<file path="src/rtl/data_io_pkg.sv">
// Shared constants and types for the SPI download block: command codes,
// frame decode states and the address width.
package data_io_pkg;

   localparam int ADDR_W = 25;

   localparam logic [7:0] CMD_FILE_TX     = 8'h53;
   localparam logic [7:0] CMD_FILE_TX_DAT = 8'h54;
   localparam logic [7:0] CMD_FILE_INDEX  = 8'h55;

   typedef enum logic {
      CMD,
      CMD_DONE
   } state_t;

endpackage

</file>
<file path="src/rtl/spi_sync.sv">
// Brings the three SPI pins into the system clock domain and flags rising
// edges of SCK; DI and SS2 are delayed to line up with the SCK edge flag.
module spi_sync (
   input  logic i_clk,
   input  logic i_sck,
   input  logic i_ss_n,
   input  logic i_di,
   output logic o_sck_rise,
   output logic o_ss_n,
   output logic o_di
);

   logic [2:0] r_sck;
   logic [1:0] r_ss_n;
   logic [1:0] r_di;

   // Pure pin samplers: they always mirror the pins, so they carry no reset
   always_ff @(posedge i_clk) begin
      r_sck  <= {r_sck[1:0], i_sck};
      r_ss_n <= {r_ss_n[0], i_ss_n};
      r_di   <= {r_di[0], i_di};
   end

   assign o_sck_rise = r_sck[1] & ~r_sck[2];
   assign o_ss_n     = r_ss_n[1];
   assign o_di       = r_di[1];

endmodule

</file>
<file path="src/rtl/data_io.sv">
// SPI download slave: decodes command frames from the ARM and turns
// FILE_TX_DAT payload bytes into clkref-qualified byte writes.
module data_io
   import data_io_pkg::*;
#(
   parameter logic [ADDR_W-1:0] START_ADDR = 25'h0
) (
   input  logic              clk_sys,
   input  logic              reset,
   input  logic              SPI_SCK,
   input  logic              SPI_SS2,
   input  logic              SPI_DI,
   inout  wire               SPI_DO,
   input  logic              clkref_n,
   output logic              ioctl_download,
   output logic [7:0]        ioctl_index,
   output logic              ioctl_wr,
   output logic [ADDR_W-1:0] ioctl_addr,
   output logic [7:0]        ioctl_dout
);

   logic w_sck_rise;
   logic w_ss_n;
   logic w_di;

   spi_sync u_sync (
      .i_clk      (clk_sys),
      .i_sck      (SPI_SCK),
      .i_ss_n     (SPI_SS2),
      .i_di       (SPI_DI),
      .o_sck_rise (w_sck_rise),
      .o_ss_n     (w_ss_n),
      .o_di       (w_di)
   );

   assign SPI_DO = 1'bz;

   state_t            r_state;
   state_t            w_state_nxt;
   logic [2:0]        r_bitcnt;
   logic [6:0]        r_shift;
   logic [7:0]        r_cmd;
   logic              r_armed;
   logic              r_pending;
   logic              r_download;
   logic [7:0]        r_index;
   logic              r_wr;
   logic [ADDR_W-1:0] r_addr;
   logic [7:0]        r_dout;

   logic       w_bit_en;
   logic       w_byte_done;
   logic [7:0] w_byte;
   logic       w_issue;

   // r_armed keeps a frame that was cut by reset from being decoded mid-way
   assign w_bit_en    = r_armed & ~w_ss_n & w_sck_rise;
   assign w_byte      = {r_shift, w_di};
   assign w_byte_done = w_bit_en & (r_bitcnt == 3'd7);
   // A byte landing this cycle defers the strobe so it covers the newest data
   assign w_issue     = r_pending & ~clkref_n & ~w_byte_done;

   always_ff @(posedge clk_sys) begin
      if (reset) begin
         r_state <= CMD;
      end else begin
         r_state <= w_state_nxt;
      end
   end

   always_comb begin
      w_state_nxt = r_state;
      if (w_ss_n) begin
         w_state_nxt = CMD;
      end else if (w_byte_done && (r_state == CMD)) begin
         w_state_nxt = CMD_DONE;
      end
   end

   always_ff @(posedge clk_sys) begin
      if (reset) begin
         r_bitcnt   <= 3'd0;
         r_shift    <= 7'd0;
         r_cmd      <= 8'd0;
         r_armed    <= 1'b0;
         r_pending  <= 1'b0;
         r_download <= 1'b0;
         r_index    <= 8'd0;
         r_wr       <= 1'b0;
         r_addr     <= START_ADDR;
         r_dout     <= 8'd0;
      end else begin
         r_wr <= w_issue & r_download;
         if (w_issue) begin
            r_pending <= 1'b0;
         end
         if (r_wr) begin
            r_addr <= r_addr + ADDR_W'(1);
         end

         if (w_ss_n) begin
            r_bitcnt <= 3'd0;
            r_armed  <= 1'b1;
         end else if (w_bit_en) begin
            r_bitcnt <= r_bitcnt + 3'd1;
            r_shift  <= w_byte[6:0];
         end

         if (w_byte_done) begin
            if (r_state == CMD) begin
               r_cmd <= w_byte;
            end else begin
               case (r_cmd)
                  CMD_FILE_TX: begin
                     if (w_byte != 8'h00) begin
                        r_download <= 1'b1;
                        r_addr     <= START_ADDR;
                     end else begin
                        r_download <= 1'b0;
                     end
                  end
                  CMD_FILE_TX_DAT: begin
                     r_dout <= w_byte;
                     if (r_download) begin
                        r_pending <= 1'b1;
                     end
                  end
                  CMD_FILE_INDEX: begin
                     r_index <= w_byte;
                  end
                  default: begin
                  end
               endcase
            end
         end
      end
   end

   assign ioctl_download = r_download;
   assign ioctl_index    = r_index;
   assign ioctl_wr       = r_wr;
   assign ioctl_addr     = r_addr;
   assign ioctl_dout     = r_dout;

endmodule

</file>
<file path="config.mk">
export PLATFORM = sky130hd
export DESIGN_NAME = data_io
export DESIGN_NICKNAME = d
export VERILOG_FILES = /design/src/rtl/data_io_pkg.sv /design/src/rtl/spi_sync.sv /design/src/rtl/data_io.sv
export SDC_FILE = /design/constraint.sdc
export NUM_CORES = 1
export LEC_CHECK = 0
export ABC_AREA = 1
export BUFFER_PORTS_ARGS = -buffer_cell sky130_fd_sc_hd__buf_2
export CAP_MARGIN = 20
export CORE_MARGIN = 3
export CORE_UTILIZATION = 30
export DETAILED_ROUTE_END_ITERATION = 16
export GPL_ROUTABILITY_DRIVEN = 0
export SLEW_MARGIN = 20
export SYNTH_ARGS = -nofsm -noshare
export SYNTH_HDL_FRONTEND = slang
export SYNTH_SLANG_ARGS = --single-unit
</file>
<file path="constraint.sdc">
create_clock -name clk_sys -period 3.1 [get_ports clk_sys]
set_input_delay 0.465 -clock clk_sys [delete_from_list [all_inputs] [get_ports clk_sys]]
set_output_delay 0.465 -clock clk_sys [all_outputs]
set_load 0.01 [all_outputs]
</file>
==> results of run 1 <==
==> Yosys cell counts, drive strengths merged <==
library cell,n
nand3,20
nor3,4
clkinv,2
ha,3
o21ai,36
conb,1
xor2,11
clkbuf,4
mux2i,1
dfxtp,71
xnor2,6
inv,30
nand4,9
o21bai,2
nand2,46
nor2,124
a21oi,5
buf,5
a21boi,1
nand3b,1
==> critical path, cell delays in order (launching register included) <==
cell and delay (ns):
dfxtp_1 0.43, ha_1 0.22, nand3_1 0.11, nor2_1 0.23, nand3_1 0.18, nor2_1 0.16, nand3_1 0.10, nand2_1 0.08
nor2_1 0.03
==> metal layers <==
metal / part of all wire [%] / wire length, um
met1: 47 / 2880
met2: 47 / 2850
met3: 5.1 / 310
met4: 1.5 / 89
met5: 0 / 0
==> where the power goes <==
group	leakage, nW	internal, W	switching (W)
Sequential	0.575	0.000920	0.00000767
Clock	0.110	0.000476	0.000348
Combinational	0.802	0.0000121	0.0000261
Total	1.49	0.00141	0.000381
==> final cells by class <==
type / instances / area, um2 / area share [%]
Clock buffer: 11 / 141 / 4.01
Clock inverter: 5 / 81.3 / 2.31
Inverter: 32 / 121 / 3.44
Multi-Input combinational cell: 270 / 1360 / 38.5
Sequential cell: 71 / 1420 / 40.3
Tap cell: 129 / 161 / 4.58
Timing Repair Buffer: 48 / 240 / 6.82
==> final timing paths <==
kind | from | to | cells after the start
setup reg to reg | ioctl_addr[0] | ioctl_addr[24] | 8
hold / removal | SPI_DI | u_sync.r_di[0] | 1
hold reg to reg | u_sync.r_ss_n[0] | u_sync.r_ss_n[1] | 0
setup / recovery | ioctl_addr[0] | ioctl_addr[24] | 8
==> through the flow <==
stage               power (W)  util (%)  cell area (um2)  setup slack (ns)  hold WS, ns
CTS                   0.00181      37.4             3520              1.42        0.210
finish                0.00179      37.4             3520              1.44        0.223
floorplan            0.000978         -             2960              1.61        0.310
global placement     0.000986      35.1             3300              1.38        0.310
detailed placement   0.000987      35.1             3300              1.30        0.313
global route          0.00186      37.4             3520              1.26        0.210
==> cells by family after synthesis <==
family | after synthesis | synth area share (%)
simple gates | 204 | 31.4
xor+xnor | 17 | 5.03
flops | 71 | 48.0
compound gates | 44 | 7.69
mux | 1 | 0.338
buf+inv | 41 | 6.17
fa+ha+maj | 3 | 1.27
other cells | 1 | 0.127
==> flip-flops by register name, summed over array words and instances (netlist names) <==
signal,flops
r_bitcnt,3
u_sync.r_sck,3
u_sync.r_ss_n,2
r_state,1
ioctl_index,8
ioctl_addr,25
r_shift,7
ioctl_dout,8
ioctl_wr,1
r_pending,1
r_armed,1
u_sync.r_di,2
ioctl_download,1
r_cmd,8
==> impl_results.md, run 1 <==
* Number of synthesized register bits at 71
* Status: complete, no violations
* Synth top area cells: dfxtp_1 48%, nor2_1 15%, o21ai_0 6.1%
* Period Utilization, post-route at 53.6%
* Total wire length at 6.13 mm
* Worst min-delay path class: in2reg
* Die height at 105 um
* GR Util met3 at 3.74%
* Pin count of the biggest net entering global routing at 36
* Total grt overflow at 0
* Die width at 105 um
* Nets@finish at 441
* Initial core utilization at 31.4%
* Distinct cells, synth at 31
* Hold Buf Count CTS at 0
* Avg WL per Cell at 10.8 um
* Full die area at 11100 um2
* Post-CTS Setup Bufs at 0
* Global routing's busiest layer: met2
* Input/output buffers at 48
* Final TNS setup at 0 ns
* Commonest non-fill, non-tap cell in the layout: nor2_1
* Placed cells at 550
* Cell taking the most area after synthesis: dfxtp_1
* Final Slew Violations at 0
* GRT Overall Usage at 11.5%
* CP Data Arrival Time at 1.88 ns
* Seq/Total Area, Yosys at 48.0%
* First-pass iteration count of the detailed router at 4
* Initial DRC count at 125
* Worst Clk Skew at 0.0121 ns
* # fillers at 978
* Post-synthesis net count at 391
* Clock Latency Late Sink at 0.34 ns
* Cell Area, Synth at 2960 um2
* I/O pin total at 50
* Max_slew headroom at 45.0%
* Antenna violations before repair at 0
* Number of clock sinks at 71
* CTS tree: done
* Static Leak at 1.49 nW
* Antenna viol nets, final at 0
* Crit Path Max Fanout at 4
* Final setup viols at 0
* Met1 usage at 13.8%
* Htree depth at 3
* Dpl hpwl at 4.50 mm
* Vias in the first global route at 2319
* Layout cells sized above 1 at 18.5%
* Setup crit end kind: register
* Gates resized, CTS repair at 0
* Worst Setup Start Kind: register
* DRC viols at 0
* Cell area power density at 508 nW/um2
* Clock Path Buffers at 2
* Diode count at 0
* Fmax at 601 MHz
* Core Box Area at 9420 um2
* Vias at 2475
* Worst vdd ir at 303 uV
* Clk slew on worst S/H paths at 0.07 ns
* Final Hold Violating Endpoints at 0
* GRT met2 Usage at 19.3%
* Fin cells at 566
* Root buffer cell: clkbuf_8
* Commonest non-fill, non-tap cells in the layout: 116 x nor2_1, 71 x dfxtp_1, 48 x buf_2, 42 x nand2_1, 36 x o21ai_0
* Crit Path Category: reg2reg
* Via/cell ratio at 4.37
* Fin crit period at 1.66 ns
* Post-synth top area share at 48.0%
* Avg Cell Area, Syn at 7.75 um2
* Synthesized instance count at 382
* R2R setup slack at 1.44 ns
* Actual slew at the worst max-slew pin at 0.824 ns
* Ys Warns at 0
* FP Rows at 35
* First-pass GRT wire length at 10.4 mm
* Worst endpoint required time at 3.32 ns
* Area delta synth->final at 19.0%
* Max cap viols at 0
* RSZ-0062 raised after global routing: false
* CTS Buf Count at 9
Note: power is estimated with default switching activity, not from simulation.
==> run 2: changes to the inputs <==
Clock period 3.1 ns to 1.5 ns, I/O delays scaled along.
==> impl_results.md, run 2 (same netlist as run 1, synthesis figures left out) <==
* Number of clock sinks at 71 (unchanged)
* Antenna violations before repair at 0 (unchanged)
* Pin count of the biggest net entering global routing at 32 (-11%)
* Fmax at 660 MHz (+9.7%)
* Die width at 105 um (unchanged)
* Worst min-delay path class: in2reg
* Setup WS pre-CTS at -0.0803 ns (-1.38 ns)
* Final setup viols at 7 (+7)
* # fillers at 974 (-0.41%)
* Final Hold Violating Endpoints at 0 (unchanged)
* Clock Latency Late Sink at 0.35 ns (about the same)
* Status: finished, violations left
* Final Slew Violations at 0 (unchanged)
* Placement Cell Area at 3450 um2 (+4.5%)
* Fin cells at 593 (+4.8%)
* Period Utilization, post-route at 101% (+47 points)
* Static Leak at 1.59 nW (+7.2%)
* Worst Setup Start Kind: register
* Max cap viols at 0 (unchanged)
* Total wire length at 6.80 mm (+11%)
* Critical path's slowest cell: dfxtp_2
* Max_slew headroom at 60.4% (+15 points)
* Failing checks: negative setup slack
* Crit Path Category: reg2reg
* Diode count at 0 (unchanged)
* Max FFs per register at 25 (unchanged)
* Initial DRC count at 106 (-15%)
* PnR worst setup slack at -0.0154 ns (-1.45 ns)
* CP Data Arrival Time at 1.75 ns (-0.13 ns)
* CTS Buf Count at 9 (unchanged)
* Via/cell ratio at 4.44 (+1.5%)
* Fin crit period at 1.52 ns (-0.148 ns)
* Crit Path Max Fanout at 6 (+2)
* Htree depth at 3 (unchanged)
* First-pass iteration count of the detailed router at 6 (+2)
* Placed cells at 568 (+3.3%)
* Die height at 105 um (unchanged)
* Cell area power density at 932 nW/um2 (+84%)
* Commonest non-fill, non-tap cells in the layout: 99 x nor2_1, 69 x dfxtp_1, 48 x buf_2, 42 x nand2_1, 32 x o21ai_0
* FP Rows at 35 (unchanged)
* Core Box Area at 9420 um2 (unchanged)
* Avg WL per Cell at 11.5 um (+5.7%)
* Clock Path Buffers at 2 (unchanged)
* Vias at 2632 (+6.3%)
* RSZ-0062 raised after global routing: true
* Dpl hpwl at 4.72 mm (+4.9%)
* Full die area at 11100 um2 (unchanged)
* DRC viols at 0 (unchanged)
* Setup crit end kind: register
* Commonest non-fill, non-tap cell in the layout: nor2_1
* Final Cell Area at 3850 um2 (+9.2%)
* CTS tree: done
* Area delta synth->final at 30.0%
* Initial core utilization at 31.4% (unchanged)
* Actual slew at the worst max-slew pin at 0.593 ns (-0.231 ns)
* Cell chain of the critical path: ha_4 > ha_4 > nand3_4 > nor2_4 > nand4_4 > nand2_4 > nor2_1
* GRT Overall Usage at 12.6% (+1.1 points)
* I/O pin total at 50 (unchanged)
* Worst vdd ir at 425 uV (+40%)
* Nets@finish at 468 (+6.1%)
* Min Hold Slack at 0.110 ns (-0.113 ns)
* Core Util, Final at 40.9% (+3.4 points)
* Layout cells sized above 1 at 28.0% (+9.5 points)
* Worst endpoint required time at 1.73 ns (-1.59 ns)
* Root buffer cell: clkbuf_8
* Worst Clk Skew at 0.0175 ns (+0.00543 ns)
* Crit-path most repeated cell: ha_4
* Max incr delay on CP at 0.36 ns (-0.07 ns)
* First-pass GRT wire length at 11.5 mm (+11%)
* Total grt overflow at 0 (unchanged)
* Antenna viol nets, final at 0 (unchanged)
* Input/output buffers at 48 (unchanged)
* Clk slew on worst S/H paths at 0.08 ns (about the same)
* Vias in the first global route at 2521 (+8.7%)
==> run 2: timing repair <==
action | CTS | global route
gates cloned | 3 | 0
endpoints found under the hold margin | 3 | 0
endpoints found under the setup margin | 34 | 44
resized for setup | 11 | 27
pin swaps | 17 | 7
hold buffers | 3 | 0
buffers inserted | 1 | 2
==> run 2: power breakdown <==
group	switching, W	leakage, nW	internal, W
Sequential	0.0000120	0.576	0.00190
Combinational	0.0000731	0.914	0.0000441
Clock	0.000770	0.104	0.000785
==> run 2: through the flow <==
step / setup TNS [ns] / power (W)
floorplan: 0 / 0.00202
global placement: -0.0998 / 0.00205
detailed placement: -1.71 / 0.00205
CTS: -0.563 / 0.00364
global route: -2.58 / 0.00374
finish: -0.0643 / 0.00359
==> run 2: cell type report <==
class	count	area (um2)	area share (%)
well taps	129	161	4.20
clock buffers	9	124	3.22
clock inverters	7	78.8	2.05
flip-flops and latches	71	1420	37.0
multi-input cells	273	1490	38.7
repair buffers	72	444	11.5
inverters	32	128	3.32
==> run 2: per-layer routing <==
| metal | vias up | GRT usage [%] | part of all wire (%) |
|---|---|---|---|
| li1 | 1369 | - | - |
| met1 | 1200 | 15.7 | 47 |
| met2 | 54 | 20.6 | 46 |
| met3 | 9 | 3.55 | 4.6 |
| met4 | 0 | 4.78 | 1.7 |
| met5 | - | 0 | 0 |
==> run 2: critical path, delay by kind of cell, from the launching register on <==
family | cells | cell delay [ns]
and+or+nand+nor | 5 | 0.78
adders and majority gates | 2 | 0.27
DFF | 1 | 0.36
==> run 2: final timing paths <==
kind,to,slack [ns],cells after the start,from
setup / recovery,ioctl_addr[1],-0.02,7,r_bitcnt[0]
hold / removal,r_armed,0.11,2,reset
setup reg to reg,ioctl_addr[1],-0.02,7,r_bitcnt[0]
hold reg to reg,u_sync.r_di[1],0.33,0,u_sync.r_di[0]
